==> src/rtl/control_pkg.sv <==
// Shared encodings for the LEGv8 multi-cycle sequencer: opcodes, datapath selects,
// branch condition codes and the sequencer state encoding.
package control_pkg;

   typedef enum logic [1:0] {
      S_FETCH = 2'b00,
      S_EXEC  = 2'b01,
      S_MEM   = 2'b10,
      S_HALT  = 2'b11
   } state_t;

   typedef enum logic [2:0] {
      IMM_NONE = 3'd0,
      IMM_I    = 3'd1,
      IMM_D    = 3'd2,
      IMM_B    = 3'd3,
      IMM_CB   = 3'd4
   } imm_t;

   // 11-bit opcodes, IR[31:21]
   localparam logic [10:0] OP_ADD  = 11'b10001011000;
   localparam logic [10:0] OP_ADDS = 11'b10101011000;
   localparam logic [10:0] OP_SUB  = 11'b11001011000;
   localparam logic [10:0] OP_SUBS = 11'b11101011000;
   localparam logic [10:0] OP_AND  = 11'b10001010000;
   localparam logic [10:0] OP_ORR  = 11'b10101010000;
   localparam logic [10:0] OP_EOR  = 11'b11001010000;
   localparam logic [10:0] OP_LDUR = 11'b11111000010;
   localparam logic [10:0] OP_STUR = 11'b11111000000;
   localparam logic [10:0] OP_BR   = 11'b11010110000;

   // 10-bit immediate opcodes, IR[31:22]
   localparam logic [9:0] OP_ADDI  = 10'b1001000100;
   localparam logic [9:0] OP_ADDIS = 10'b1011000100;
   localparam logic [9:0] OP_SUBI  = 10'b1101000100;
   localparam logic [9:0] OP_SUBIS = 10'b1111000100;

   localparam logic [5:0] OP_B     = 6'b000101;    // IR[31:26]
   localparam logic [7:0] OP_BCOND = 8'b01010100;  // IR[31:24]

   localparam logic [4:0] FS_AND = 5'b00000;
   localparam logic [4:0] FS_ORR = 5'b00100;
   localparam logic [4:0] FS_ADD = 5'b01000;
   localparam logic [4:0] FS_EOR = 5'b01100;
   localparam logic [4:0] FS_SUB = 5'b01001;

   localparam logic [2:0] DS_ALU = 3'b000;
   localparam logic [2:0] DS_B   = 3'b001;
   localparam logic [2:0] DS_PC  = 3'b010;
   localparam logic [2:0] DS_MEM = 3'b011;

   localparam logic [1:0] PS_HOLD = 2'b00;
   localparam logic [1:0] PS_INC  = 2'b01;
   localparam logic [1:0] PS_LOAD = 2'b10;
   localparam logic [1:0] PS_REL  = 2'b11;

   localparam logic [3:0] COND_EQ = 4'h0;
   localparam logic [3:0] COND_NE = 4'h1;
   localparam logic [3:0] COND_GE = 4'hA;
   localparam logic [3:0] COND_LT = 4'hB;
   localparam logic [3:0] COND_GT = 4'hC;
   localparam logic [3:0] COND_LE = 4'hD;
   localparam logic [3:0] COND_AL = 4'hE;

   function automatic logic cond_taken(input logic [3:0] cond, input logic v,
                                       input logic n, input logic z);
      case (cond)
         COND_EQ: cond_taken = z;
         COND_NE: cond_taken = !z;
         COND_GE: cond_taken = (n == v);
         COND_LT: cond_taken = (n != v);
         COND_GT: cond_taken = !z && (n == v);
         COND_LE: cond_taken = z || (n != v);
         COND_AL: cond_taken = 1'b1;
         default: cond_taken = 1'b0;
      endcase
   endfunction

endpackage

==> src/rtl/control_imm_gen.sv <==
// Builds the 64-bit constant K from the low 26 instruction bits for the selected
// immediate format; zero when no immediate is selected.
module control_imm_gen (
   input  logic [25:0] ir_imm,
   input  logic [2:0]  imm_sel,
   output logic [63:0] k
);
   import control_pkg::*;

   always_comb begin
      k = '0;
      case (imm_t'(imm_sel))
         IMM_I:   k = {52'd0, ir_imm[21:10]};
         IMM_D:   k = {{55{ir_imm[20]}}, ir_imm[20:12]};
         IMM_B:   k = {{38{ir_imm[25]}}, ir_imm[25:0]};
         IMM_CB:  k = {{45{ir_imm[23]}}, ir_imm[23:5]};
         default: k = '0;
      endcase
   end

endmodule

==> src/rtl/control_unit.sv <==
// Multi-cycle LEGv8 sequencer: FETCH -> EXEC (-> MEM for loads), with a sticky HALT.
// Only the state is registered; every control output decodes from state, IR_Out and SF.
module control_unit #(
   parameter int PC_STEP       = 4,
   parameter bit HALT_ON_UNDEF = 1'b1
) (
   input  logic        clk,
   input  logic        rst,
   input  logic [31:0] IR_Out,
   input  logic [3:0]  SF,
   output logic        AS,
   output logic [2:0]  DS,
   output logic [1:0]  PS,
   output logic        PC_Sel,
   output logic        K_Sel,
   output logic        IL,
   output logic        SL,
   output logic [4:0]  FS,
   output logic        C0,
   output logic        MW,
   output logic        RW,
   output logic [4:0]  DA,
   output logic [4:0]  SA,
   output logic [4:0]  SB,
   output logic [63:0] K,
   output logic        halt
);
   import control_pkg::*;

   state_t      state, next_state;
   imm_t        imm_sel;
   logic [10:0] op;
   logic [4:0]  rd, rn, rm;
   logic        alu_r, alu_i, alu_sub, alu_flags;
   logic [4:0]  alu_fs;

   // The PC increment lives in program_counter; the carry flag has no consumer here.
   logic [7:0]  unused_pc_step;
   logic        unused_carry;
   assign unused_pc_step = 8'(PC_STEP);
   assign unused_carry   = SF[2];

   assign op = IR_Out[31:21];
   assign rd = IR_Out[4:0];
   assign rn = IR_Out[9:5];
   assign rm = IR_Out[20:16];

   assign alu_r     = op inside {OP_ADD, OP_ADDS, OP_SUB, OP_SUBS, OP_AND, OP_ORR, OP_EOR};
   assign alu_i     = op[10:1] inside {OP_ADDI, OP_ADDIS, OP_SUBI, OP_SUBIS};
   assign alu_sub   = (op inside {OP_SUB, OP_SUBS}) || (op[10:1] inside {OP_SUBI, OP_SUBIS});
   assign alu_flags = (op inside {OP_ADDS, OP_SUBS}) || (op[10:1] inside {OP_ADDIS, OP_SUBIS});

   always_comb begin
      alu_fs = FS_ADD;
      if (alu_sub)          alu_fs = FS_SUB;
      else if (op == OP_AND) alu_fs = FS_AND;
      else if (op == OP_ORR) alu_fs = FS_ORR;
      else if (op == OP_EOR) alu_fs = FS_EOR;
   end

   control_imm_gen u_imm_gen (
      .ir_imm  (IR_Out[25:0]),
      .imm_sel (imm_sel),
      .k       (K)
   );

   always_ff @(posedge clk or posedge rst) begin
      if (rst) state <= S_FETCH;
      else     state <= next_state;
   end

   // Everything is forced quiet while rst is high so a reset mid-instruction
   // cannot leak a write enable.
   always_comb begin
      next_state = state;
      imm_sel    = IMM_NONE;
      AS = 1'b0;  DS = DS_ALU;  PS = PS_HOLD;  PC_Sel = 1'b0;  K_Sel = 1'b0;
      IL = 1'b0;  SL = 1'b0;    FS = FS_AND;   C0 = 1'b0;      MW = 1'b0;
      RW = 1'b0;  DA = '0;      SA = '0;       SB = '0;        halt = 1'b0;
      if (!rst) begin
         case (state)
            S_FETCH: begin
               AS = 1'b1;  DS = DS_MEM;  IL = 1'b1;
               next_state = S_EXEC;
            end
            S_EXEC: begin
               next_state = S_FETCH;
               if (alu_r || alu_i) begin
                  SA = rn;  SB = rm;  DA = rd;  DS = DS_ALU;  RW = 1'b1;  PS = PS_INC;
                  FS = alu_fs;  C0 = alu_sub;  SL = alu_flags;
                  if (alu_i) begin
                     K_Sel = 1'b1;  imm_sel = IMM_I;
                  end
               end else if (op == OP_LDUR || op == OP_STUR) begin
                  SA = rn;  FS = FS_ADD;  K_Sel = 1'b1;  imm_sel = IMM_D;
                  if (op == OP_LDUR) begin
                     DS = DS_MEM;
                     next_state = S_MEM;
                  end else begin
                     SB = rd;  DS = DS_B;  MW = 1'b1;  PS = PS_INC;
                  end
               end else if (IR_Out[31:26] == OP_B) begin
                  imm_sel = IMM_B;  PC_Sel = 1'b1;  PS = PS_REL;
               end else if (IR_Out[31:24] == OP_BCOND) begin
                  imm_sel = IMM_CB;  PC_Sel = 1'b1;
                  PS = cond_taken(IR_Out[3:0], SF[3], SF[1], SF[0]) ? PS_REL : PS_INC;
               end else if (op == OP_BR) begin
                  SA = rn;  PS = PS_LOAD;
               end else if (HALT_ON_UNDEF) begin
                  next_state = S_HALT;
               end else begin
                  PS = PS_INC;
               end
            end
            S_MEM: begin
               SA = rn;  FS = FS_ADD;  K_Sel = 1'b1;  imm_sel = IMM_D;  DS = DS_MEM;
               DA = rd;  RW = 1'b1;  PS = PS_INC;
               next_state = S_FETCH;
            end
            default: begin
               halt = 1'b1;
            end
         endcase
      end
   end

endmodule
==> config.mk <==
export PLATFORM = sky130hd
export DESIGN_NAME = control_unit
export DESIGN_NICKNAME = d
export VERILOG_FILES = /design/src/rtl/control_pkg.sv /design/src/rtl/control_imm_gen.sv /design/src/rtl/control_unit.sv
export SDC_FILE = /design/constraint.sdc
export NUM_CORES = 1
export LEC_CHECK = 0
export BUFFER_PORTS_ARGS = -buffer_cell sky130_fd_sc_hd__buf_2
export CORE_MARGIN = 3
export CORE_UTILIZATION = 47
export DETAILED_ROUTE_END_ITERATION = 7
export PLACE_DENSITY = 0.95
export SLEW_MARGIN = 10
export SYNTH_ARGS = -nofsm -noshare
export SYNTH_HDL_FRONTEND = slang
export SYNTH_HIERARCHICAL = 1
export SYNTH_SLANG_ARGS = --single-unit
==> constraint.sdc <==
create_clock -name clk -period 9.6 [get_ports clk]
set_input_delay 0.48 -clock clk [delete_from_list [all_inputs] [get_ports clk]]
set_output_delay 0.48 -clock clk [all_outputs]
set_load 0.01 [all_outputs]
==> impl_metrics.py <==
metrics = {
    "run_status": {
        "status": "completed",
    },
    "synthesis": {
        "synth_xor_area_frac": 0.01298,
        "synthTopCellsByArea": "buf_4 (17%), mux2i_1 (6.4%), nand4bb_1 (5.6%)",
        "avgSynthCellArea_sq_um": 7.611,
        "ys_ff_latch": 2,
        "async_reset_ff_frac": 1.000,
        "synth.largest_area_cell": "buf_4",
        "seq_area_frac_synth": 0.02472,
        "synth_warnings": 6,
        "synth_compound_area_frac": 0.2033,
        "synth_edf_count": 0,
        "synth_top_family_by_area": "simple AND/OR/NAND/NOR gates",
        "synth_adder_area_share": 0.02472,
        "synthSimpleGateAreaFrac": 0.4122,
        "synth_flop_cell": "dfrtp_1",
        "synth_area_sq_um": 2024,
        "synthCells": 266,
        "muxShareOfSynthArea": 0.06428,
        "synth.distinct_cells": 58,
        "yosysTopAreaCellShare": 0.1669,
    },
    "power_and_ir_drop": {
        "power.internal_mw": 0.09376,
        "share_comb_of_total_power": 0.742,
        "power_density_nw_per_um2": 82.58,
        "leakage_nw": 1.244,
        "p_seq_frac": 0.082,
        "p_sw_mw": 0.1006,
        "power_frac_clock": 0.176,
        "netSwitchingFraction": 0.5175,
        "ir_drop_uv": 75.99,
    },
    "clock_tree": {
        "clockBufferDepth": 2,
        "cts-resized-gates": 0,
        "hold_buffers": 0,
        "clkTransAtPathRegs_ns": 0.03,
        "cts_root_buffer": "clkbuf_8",
        "cts_setup_buffers": 0,
        "cts_tree": "built",
        "clock_sinks": 2,
        "htreeDepth": 1,
        "cts_buffers": 3,
        "clk_latency_ns": 0.22,
    },
    "worst_setup_path": {
        "cp-start-kind": "input pin",
        "required_ns": 9.12,
        "critical_path_arrival_ns": 3.83,
        "crit_path_frequent_cell": "buf_2",
        "critical_path.cell_chain": "buf_2 -> nor3b_1 -> and4_1 -> o21ai_0 -> a21oi_4 -> buf_4 -> nand4bb_1 -> nand3_1 -> buf_2",
        "cp_slowest_cell": "nand3_1",
        "endpoint_kind": "primary output",
        "ff2ff_path_depth": 5,
        "crit_type": "input pin to primary output",
        "critPathMaxFanout": 42,
        "slowest_delay_ns": 0.85,
    },
    "drt": {
        "dr_wl_met2_microns": 3007,
        "wl_per_cell_microns": 15.84,
        "drc_errors": 0,
        "wl_met3_microns": 763,
        "wl_microns": 6211,
        "first_pass_iters": 5,
        "highest_layer": "met4",
        "vias": 2378,
        "ant_nets": 0,
        "first_iter_violations": 258,
        "avgViaCountPerCell": 6.066,
        "wl_met1_microns": 2337,
    },
    "floorplan": {
        "start_util": 0.4954,
        "fp.dieW_microns": 71.63,
        "fp-row-count": 23,
        "io_pins": 136,
        "coreArea_sq_um": 4086,
        "die_y_microns": 71.63,
        "die_area_sq_um": 5131,
    },
    "layout": {
        "mostFrequentLayoutCells": "buf_2 (131), nand2_1 (14), mux2i_1 (13)",
        "drive_above_1_share": 0.4532,
        "nets": 386,
        "largest_register_ffs": 2,
        "top_regs": "state x2",
        "multi_input_area_sq_um": 1484,
        "n_antenna_cell": 0,
        "final_common_cell": "buf_2",
        "area_delta_synth_final_pct": 16.25,
        "register_area_sq_um": 50.05,
        "top_register": "state",
        "fillCellCount": 390,
    },
    "timing": {
        "fmax_mhz": 231.8,
        "period_share": 0.4494,
        "worst_pin_slew_ns": 0.8760,
        "hold_violations": 0,
        "finalMaxSlewViolations": 0,
        "fin_skew_ns": 0.005148,
        "setup_viol": 0,
        "slew_headroom": 0.4144,
        "worst_slack_ns": 5.286,
        "setup_tns_ns": 0,
        "rsz0062_at_grt": "no",
        "hold_slack_ns": 0.2072,
        "period_needed_ns": 4.314,
    },
    "global_route": {
        "grt_max_degree": 43,
        "overflow": 0,
        "antenna_found_initial": 0,
        "grt_pass1_vias": 1996,
        "grt_pass1_wl_microns": 9335,
        "grt_util_all_layers": 0.2217,
    },
    "placed_design": {
        "place_ws_ns": 5.302,
        "dp_hpwl_microns": 4852,
        "port_buffers": 131,
        "place_congestion": 0.9186,
    },
    "run": {
        "maxCapViolCount": 0,
    },
    "worst_hold_path": {
        "worstHoldPathType": "input pin to asynchronous set/reset pin",
    },
}
-- metal layers --
| metal | track usage | vias up |
|---|---|---|
| li1 | - | 1106 |
| met2 | 0.3837 | 177 |
| met5 | 0 | - |
| met1 | 0.2833 | 1080 |
| met4 | 0.07933 | 0 |
| met3 | 0.02384 | 15 |
-- power groups by stage --
stage               Combinational [mW]  Clock, mW  Sequential, mW
floorplan                        0.108          0          0.0149
global placement                 0.139          0          0.0156
detailed placement               0.142          0          0.0161
CTS                              0.144     0.0348          0.0161
global route                     0.157     0.0359          0.0167
finish                           0.144     0.0343          0.0160
-- cells in the mapped netlist (7+ instances only) --
library cell	n
nor3_1	8
o21ai_0	9
nand4bb_1	10
buf_6	7
nand4b_1	10
mux2i_1	13
nand2b_1	11
nor2_1	10
inv_1	9
o221ai_1	8
nand3_1	7
nand2_1	14
and2_1	12
buf_4	45
-- stage by stage --
stage                       util  std cells  area, sq um  power, mW
after floorplan                -        268         2032     0.1233
after global placement    0.5658        389         2312     0.1543
after detailed placement  0.5658        389         2312     0.1579
after CTS                 0.5759        392         2354     0.1947
after global routing      0.5759        392         2354     0.2097
final                     0.5759        392         2354     0.1943
-- final cells by class --
class,count,share of cell area
multi-input cells,193,0.6305
inverters,10,0.01595
clock buffers,3,0.01754
repair buffers,134,0.2881
flip-flops and latches,2,0.02127
well taps,50,0.02658
-- final timing paths --
check | from | to | slack [ns]
max | IR_Out[30] | K[25] | 5.29
min | rst | state[1] | 0.21
max reg2reg | state[0] | state[1] | 7.94
min reg2reg | state[1] | state[1] | 0.60
max in group asynchronous | rst | state[0] | 9.24
min in group clk | state[1] | state[1] | 0.60
-- worst max-delay path, delay by kind of cell --
family,cells,cell delay (ns)
compound gates,2,0.37
buf+inv,3,0.86
simple gates,4,2.09
-- kinds of logic (layout without fill, tap and decap cells) --
logic type      after synthesis  count (layout)
xor+xnor                      3               3
mux                          13              13
fa+ha+maj                     4               4
compound gates               52              52
simple gates                118             118
flops                         2               2
other cells                   1               3
buf+inv                      73             147
(Power assumes the default switching activity.)
